File: src/rtl/bus_slave_sel_if.sv
// Bus bundle between a master, the slave selector and its attached slaves.
// All strobes and ready/select lines are active-low (trailing underscore).
interface bus_slave_sel_if #(
  parameter int ADDR_W   = 30,
  parameter int N_SLAVES = 8
);
  logic                m_as_;
  logic [ADDR_W-1:0]   m_addr;
  logic [N_SLAVES-1:0] s_rdy_;
  logic [N_SLAVES-1:0] s_cs_;
  logic                m_rdy_;
  logic                m_err;
  logic                busy;

  // Selector side: takes the master request and slave readies, drives selects and completion.
  modport slave (
    input  m_as_, m_addr, s_rdy_,
    output s_cs_, m_rdy_, m_err, busy
  );

  // Environment side: master request plus slave ready lines, observes the selector outputs.
  modport master (
    output m_as_, m_addr, s_rdy_,
    input  s_cs_, m_rdy_, m_err, busy
  );
endinterface

File: src/rtl/bus_slave_sel.sv
// Address-decoding slave selector. The top IDX_W address bits pick one of
// N_SLAVES chip selects; the selected slave's ready (or a timeout, or an
// out-of-range index) ends the transaction with a one-cycle m_rdy_ pulse.
module bus_slave_sel #(
  parameter int ADDR_W   = 30,
  parameter int IDX_W    = 3,
  parameter int N_SLAVES = 8,
  parameter int TIMEOUT  = 255
) (
  input logic           clk,
  input logic           reset_,
  bus_slave_sel_if.slave bus
);

  typedef enum logic [1:0] {
    IDLE = 2'd0,
    WAIT = 2'd1,
    DONE = 2'd2,
    ERR  = 2'd3
  } state_e;

  // Last counter value still allowed to wait; ERR follows when it is reached without ready.
  localparam logic [15:0]    TMO_LAST = 16'(TIMEOUT - 1);
  // One extra bit so N_SLAVES == 2**IDX_W is representable.
  localparam logic [IDX_W:0] N_LIM    = (IDX_W + 1)'(N_SLAVES);

  state_e              state_q, state_d;
  logic [IDX_W-1:0]    idx_q, idx_d;
  logic [15:0]         cnt_q, cnt_d;
  logic [N_SLAVES-1:0] cs_q, cs_d;
  logic                m_rdy_q, m_rdy_d;
  logic                m_err_q, m_err_d;
  logic                busy_q, busy_d;

  logic [IDX_W-1:0]    req_idx_s;
  logic                req_valid_s;
  logic [N_SLAVES-1:0] req_sel_s;
  logic [N_SLAVES-1:0] wait_sel_s;
  logic                sel_rdy_s;
  logic                tmo_s;
  logic                unused_addr_s;

  assign req_idx_s     = bus.m_addr[ADDR_W-1 -: IDX_W];
  assign req_valid_s   = ({1'b0, req_idx_s} < N_LIM);
  assign unused_addr_s = ^bus.m_addr[ADDR_W-IDX_W-1:0];

  // One-hot decode of the requested index and of the latched index.
  always_comb begin
    req_sel_s  = '0;
    wait_sel_s = '0;
    for (int i = 0; i < N_SLAVES; i++) begin
      req_sel_s[i]  = (req_idx_s == IDX_W'(i));
      wait_sel_s[i] = (idx_q == IDX_W'(i));
    end
  end

  // Only the latched slave's ready is looked at; the rest are masked off.
  assign sel_rdy_s = |(wait_sel_s & ~bus.s_rdy_);
  assign tmo_s     = (cnt_q == TMO_LAST);

  // Next-state and next-output logic; outputs are computed for the state being entered.
  always_comb begin
    state_d = state_q;
    idx_d   = idx_q;
    cnt_d   = cnt_q;
    cs_d    = '1;
    m_rdy_d = 1'b1;
    m_err_d = 1'b0;
    case (state_q)
      IDLE: begin
        if (!bus.m_as_) begin
          if (req_valid_s) begin
            state_d = WAIT;
            idx_d   = req_idx_s;
            cnt_d   = 16'd0;
            cs_d    = ~req_sel_s;
          end else begin
            state_d = ERR;
            m_rdy_d = 1'b0;
            m_err_d = 1'b1;
          end
        end else begin
          state_d = IDLE;
        end
      end
      WAIT: begin
        // Ready is tested first so it wins over a coincident timeout.
        if (sel_rdy_s) begin
          state_d = DONE;
          m_rdy_d = 1'b0;
        end else if (tmo_s) begin
          state_d = ERR;
          m_rdy_d = 1'b0;
          m_err_d = 1'b1;
        end else begin
          cnt_d = cnt_q + 16'd1;
          cs_d  = ~wait_sel_s;
        end
      end
      DONE:    state_d = IDLE;
      ERR:     state_d = IDLE;
      default: state_d = IDLE;
    endcase
    busy_d = (state_d != IDLE);
  end

  // State and registered outputs; reset drops any selected slave immediately.
  always_ff @(posedge clk or negedge reset_) begin
    if (!reset_) begin
      state_q <= IDLE;
      idx_q   <= '0;
      cnt_q   <= 16'd0;
      cs_q    <= '1;
      m_rdy_q <= 1'b1;
      m_err_q <= 1'b0;
      busy_q  <= 1'b0;
    end else begin
      state_q <= state_d;
      idx_q   <= idx_d;
      cnt_q   <= cnt_d;
      cs_q    <= cs_d;
      m_rdy_q <= m_rdy_d;
      m_err_q <= m_err_d;
      busy_q  <= busy_d;
    end
  end

  assign bus.s_cs_  = cs_q;
  assign bus.m_rdy_ = m_rdy_q;
  assign bus.m_err  = m_err_q;
  assign bus.busy   = busy_q;

endmodule

File: src/flat_wrapper.sv
// flat-port wrapper written by rule: the top's interface ports become plain ports
module bus_slave_sel_flat 
#(
  parameter int ADDR_W   = 30,
  parameter int IDX_W    = 3,
  parameter int N_SLAVES = 8,
  parameter int TIMEOUT  = 255
)
  (clk, reset_, bus_m_as_, bus_m_addr, bus_s_rdy_, bus_s_cs_, bus_m_rdy_, bus_m_err, bus_busy);
  bus_slave_sel_if #(.ADDR_W(ADDR_W), .N_SLAVES(N_SLAVES)) bus_i ();
  input logic clk;
  input logic reset_;
  input wire logic [$bits(bus_i.m_as_)-1:0] bus_m_as_;
  input wire logic [$bits(bus_i.m_addr)-1:0] bus_m_addr;
  input wire logic [$bits(bus_i.s_rdy_)-1:0] bus_s_rdy_;
  output wire logic [$bits(bus_i.s_cs_)-1:0] bus_s_cs_;
  output wire logic [$bits(bus_i.m_rdy_)-1:0] bus_m_rdy_;
  output wire logic [$bits(bus_i.m_err)-1:0] bus_m_err;
  output wire logic [$bits(bus_i.busy)-1:0] bus_busy;
  assign bus_i.m_as_ = bus_m_as_;
  assign bus_i.m_addr = bus_m_addr;
  assign bus_i.s_rdy_ = bus_s_rdy_;
  assign bus_s_cs_ = bus_i.s_cs_;
  assign bus_m_rdy_ = bus_i.m_rdy_;
  assign bus_m_err = bus_i.m_err;
  assign bus_busy = bus_i.busy;
  bus_slave_sel #(.ADDR_W(ADDR_W), .IDX_W(IDX_W), .N_SLAVES(N_SLAVES), .TIMEOUT(TIMEOUT)) u_core (.clk(clk), .reset_(reset_), .bus(bus_i));
endmodule
File: config.mk
export PLATFORM = sky130hd
export DESIGN_NAME = bus_slave_sel_flat
export DESIGN_NICKNAME = d
export VERILOG_FILES = /design/src/rtl/bus_slave_sel_if.sv /design/src/rtl/bus_slave_sel.sv /design/src/flat_wrapper.sv
export SDC_FILE = /design/constraint.sdc
export NUM_CORES = 1
export LEC_CHECK = 0
export BUFFER_PORTS_ARGS = -buffer_cell sky130_fd_sc_hd__buf_2
export CAP_MARGIN = 20
export CORE_UTILIZATION = 47
export DETAILED_ROUTE_END_ITERATION = 16
export PLACE_DENSITY = 0.76
export SLEW_MARGIN = 20
export SYNTH_ARGS = -nofsm -noshare
export SYNTH_HDL_FRONTEND = slang
export SYNTH_SLANG_ARGS = --single-unit
export TNS_END_PERCENT = 20
File: constraint.sdc
create_clock -name clk -period 2.01 [get_ports clk]
set_clock_uncertainty 0.15 [all_clocks]
set_input_delay 0.201 -clock clk [delete_from_list [all_inputs] [get_ports clk]]
set_output_delay 0.201 -clock clk [all_outputs]
set_load 0.05 [all_outputs]
==> out/metrics.yaml <==
status: "finished, violations left"
violations: "setup timing"
start_kind: "register"
synthCells: 176
ff2ff_setup_slack_ns: -0.05
p_leak_uw: 0.000979
worst_slack_ns: -0.0545
switchingPower_uw: 1370
timing.final.crit_period_ns: 2.06
place_congestion: 0.763
cts_buffers: 5
num_vias: 1579
fin_area_sq_um: 2310
die_h_microns: 65.2
synth_seq_cells: 32
netlist_top_cells_area: "dfrtp_1, dfstp_2, a31oi_1, nand2_1, mux2i_1"
p_sw_share_pct: 43.1
hold_class: "input port to register"
critPathMaxStageDelay_ns: 0.58
route.met3.wl_microns: 163
drv_slew: 0
n_antenna_cell: 0
critical_path.top_delay_family: "multiplexers"
antenna_left: 0
async_reset_ff_share_pct: 100
start_util_pct: 50.1
rows: 22
core_sq_um: 3740
fmax_ghz: 0.484
internal-power_uw: 1810
antenna_found_initial: 0
chipWidth_microns: 65.2
wl_met1_mm: 1.86
fin_crit_sh_pct: 103
synth_fp_nets: 219
grt_pass1_wl_mm: 6.78
worst_slew_pin_slew_ns: 0.713
required_ns: 2.08
multiInputGateArea_sq_um: 1010
seq_area_sq_um: 813
grt_pass1_vias: 1510
fillers: 319
critical_path_arrival_ns: 2.14
routed_via_density: 5.91
cts_tree: "done"
place_area_sq_um: 2110
highest_layer: "met4"
num_io_pins: 52
drtIter0Drc: 95
clk_latency_ns: 0.29
wl_met2_mm: 2.02
synth_top_flop_cell: "dfrtp_1"
worst-path-buf-inv: 0
final_nets: 261
io_buffers: 24
postLayoutCoreUtil_pct: 61.7
pre_cts_ws_ns: -0.182
drive_gt1_share_pct: 42.5
worst-path-max-fanout: 8
p_clk_share_pct: 16.0
yosys.area.top_type_share_pct: 30.7
end_kind: "register"
clkTransAtPathRegs_ns: 0.06
cp_slowest_cell: "mux4_2"
worstSetupPathType: "register to register"
track_usage_pct: 21.3
ir_drop_uv: 907
avgSynthCellArea_sq_um: 10.7
totalWireLength_mm: 4.13
setup_viol: 18
powerDensity_nw_per_um2: 1370
total_power_uw: 3170
synthDistinctLibCells: 52
max_slew_margin_pct: 52.5
cts-htree-levels: 2
first_pass_iters: 4
drc: 0
rsz0062_at_grt: "true"
synth-seq-area-share_pct: 43.3
clockBufferDepth: 2
cts.sinks: 32
final_hold_viol_count: 0
setup_tns_ns: -0.597
share_seq_of_total_power_pct: 30.3
wl_per_cell_microns: 15.4
synth_area_leader_cell: "dfrtp_1"
synth-edff-count: 0
gr-total-overflow: 0
synth_warnings: 0
die-area_sq_um: 4250
maxCapViolations: 0
syn_to_final_growth_pct: 23.1
netlist_area_sq_um: 1880
p_comb_share_pct: 53.7
dp_hpwl_mm: 2.88
crit_chain: "mux2_4 > mux4_2 > a21oi_4 > mux2_2"
cts-root-buf: "clkbuf_8"
grt_max_degree: 33
[synth_stat cells (3+ instances only)]
master	number
a21oi_1	3
dfstp_2	9
nor2_1	7
a31oi_1	13
nand2_1	16
inv_1	5
nand3_1	8
nand4_1	6
o21ai_0	6
mux2i_1	5
nor4_1	6
mux2_2	3
buf_2	3
dfrtp_1	23
buf_6	4
o21a_1	3
a41oi_2	3
nor3_1	5
clkbuf_1	3
[timing repair]
item                                   in CTS  in global routing
pin swaps                                   3                  2
buffers inserted                            2                  0
setup endpoints to repair                  26                 24
hold buffers                                1                  0
endpoints found under the hold margin      23                  0
resized for setup                           8                  6
[cell type report]
cell class,instances,share of cell area (%)
repair buffers,46,13.5
well taps,48,2.60
flip-flops and latches,32,35.2
inverters,6,0.975
multi-input cells,127,43.7
clock inverters,2,0.433
clock buffers,6,3.58
[sequential cells by signal, summed over array words and instances, names as in the netlist]
name and flops:
u_core.bus.s_cs_ 8, u_core.idx_q 3, u_core.state_q 2, u_core.bus.busy 1
u_core.bus.m_rdy_ 1, u_core.cnt_q 16, u_core.bus.m_err 1
[metrics by stage]
| step | hold slack (ns) | cells |
|---|---|---|
| after detailed placement | 0.140 | 256 |
| after floorplan | -0.245 | 176 |
| after global placement | 0.134 | 256 |
| final | 0.0662 | 267 |
| after CTS | 0.0393 | 267 |
| after global routing | 0.0814 | 267 |
[power by group through the flow]
stage | registers [uW] | logic [uW] | clock network, uW
2_1_floorplan | 1120 | 960 | 0
4_1_cts | 956 | 1640 | 523
3_5_place_dp | 962 | 1520 | 0
3_3_place_gp | 959 | 1490 | 0
5_1_grt | 981 | 1820 | 541
6_report | 963 | 1700 | 507
[cells in the final DEF (no fill, tap or decap), drive strengths merged, types with 3 or more instances in the layout]
cell,netlist,final
a21o,3,3
a21oi,4,4
a31oi,14,14
a41oi,4,4
and3,3,3
buf,7,45
clkbuf,3,6
dfrtp,23,23
dfstp,9,9
inv,6,6
mux2,5,5
mux2i,5,5
nand2,16,16
nand3,8,8
nand4,6,6
nor2,8,8
nor3,6,6
nor4,6,6
o21a,3,3
o21ai,9,9
[worst paths after layout]
check / end / from / cells after the start
setup / recovery: u_core.cnt_q[0]$_DFFE_PN0P_ / u_core.idx_q[0]$_DFFE_PN0P_ / 4
hold / removal: u_core.idx_q[1]$_DFFE_PN0P_ / bus_m_addr[28] / 3
setup reg to reg: u_core.cnt_q[0]$_DFFE_PN0P_ / u_core.idx_q[0]$_DFFE_PN0P_ / 4
hold reg to reg: u_core.cnt_q[7]$_DFFE_PN0P_ / u_core.cnt_q[7]$_DFFE_PN0P_ / 1
max in group asynchronous: u_core.idx_q[0]$_DFFE_PN0P_ / reset_ / 2
min in group asynchronous: u_core.cnt_q[13]$_DFFE_PN0P_ / reset_ / 2
[cells by family after synthesis]
logic type                 after synthesis  share of synthesized area (%)
DFF                                     32                           43.3
AOI/OAI and AO/OA                       49                           22.2
and+or+nand+nor                         64                           18.7
buffers and inverters                   17                           6.00
muxes                                   12                           8.47
adders and majority gates                2                           1.33
[routing by layer]
| layer | vias up | track usage (%) |
|---|---|---|
| li1 | 759 | - |
| met1 | 768 | 26.5 |
| met2 | 42 | 34.7 |
| met3 | 10 | 4.51 |
| met4 | 0 | 11.1 |
| met5 | - | 0 |
[worst reg2reg max path: stages (launching register included)]
cell and delay (ns):
dfrtp_2 0.48, mux2_4 0.32, mux4_2 0.58, a21oi_4 0.27, mux2_2 0.20
(Power assumes the default switching activity.)
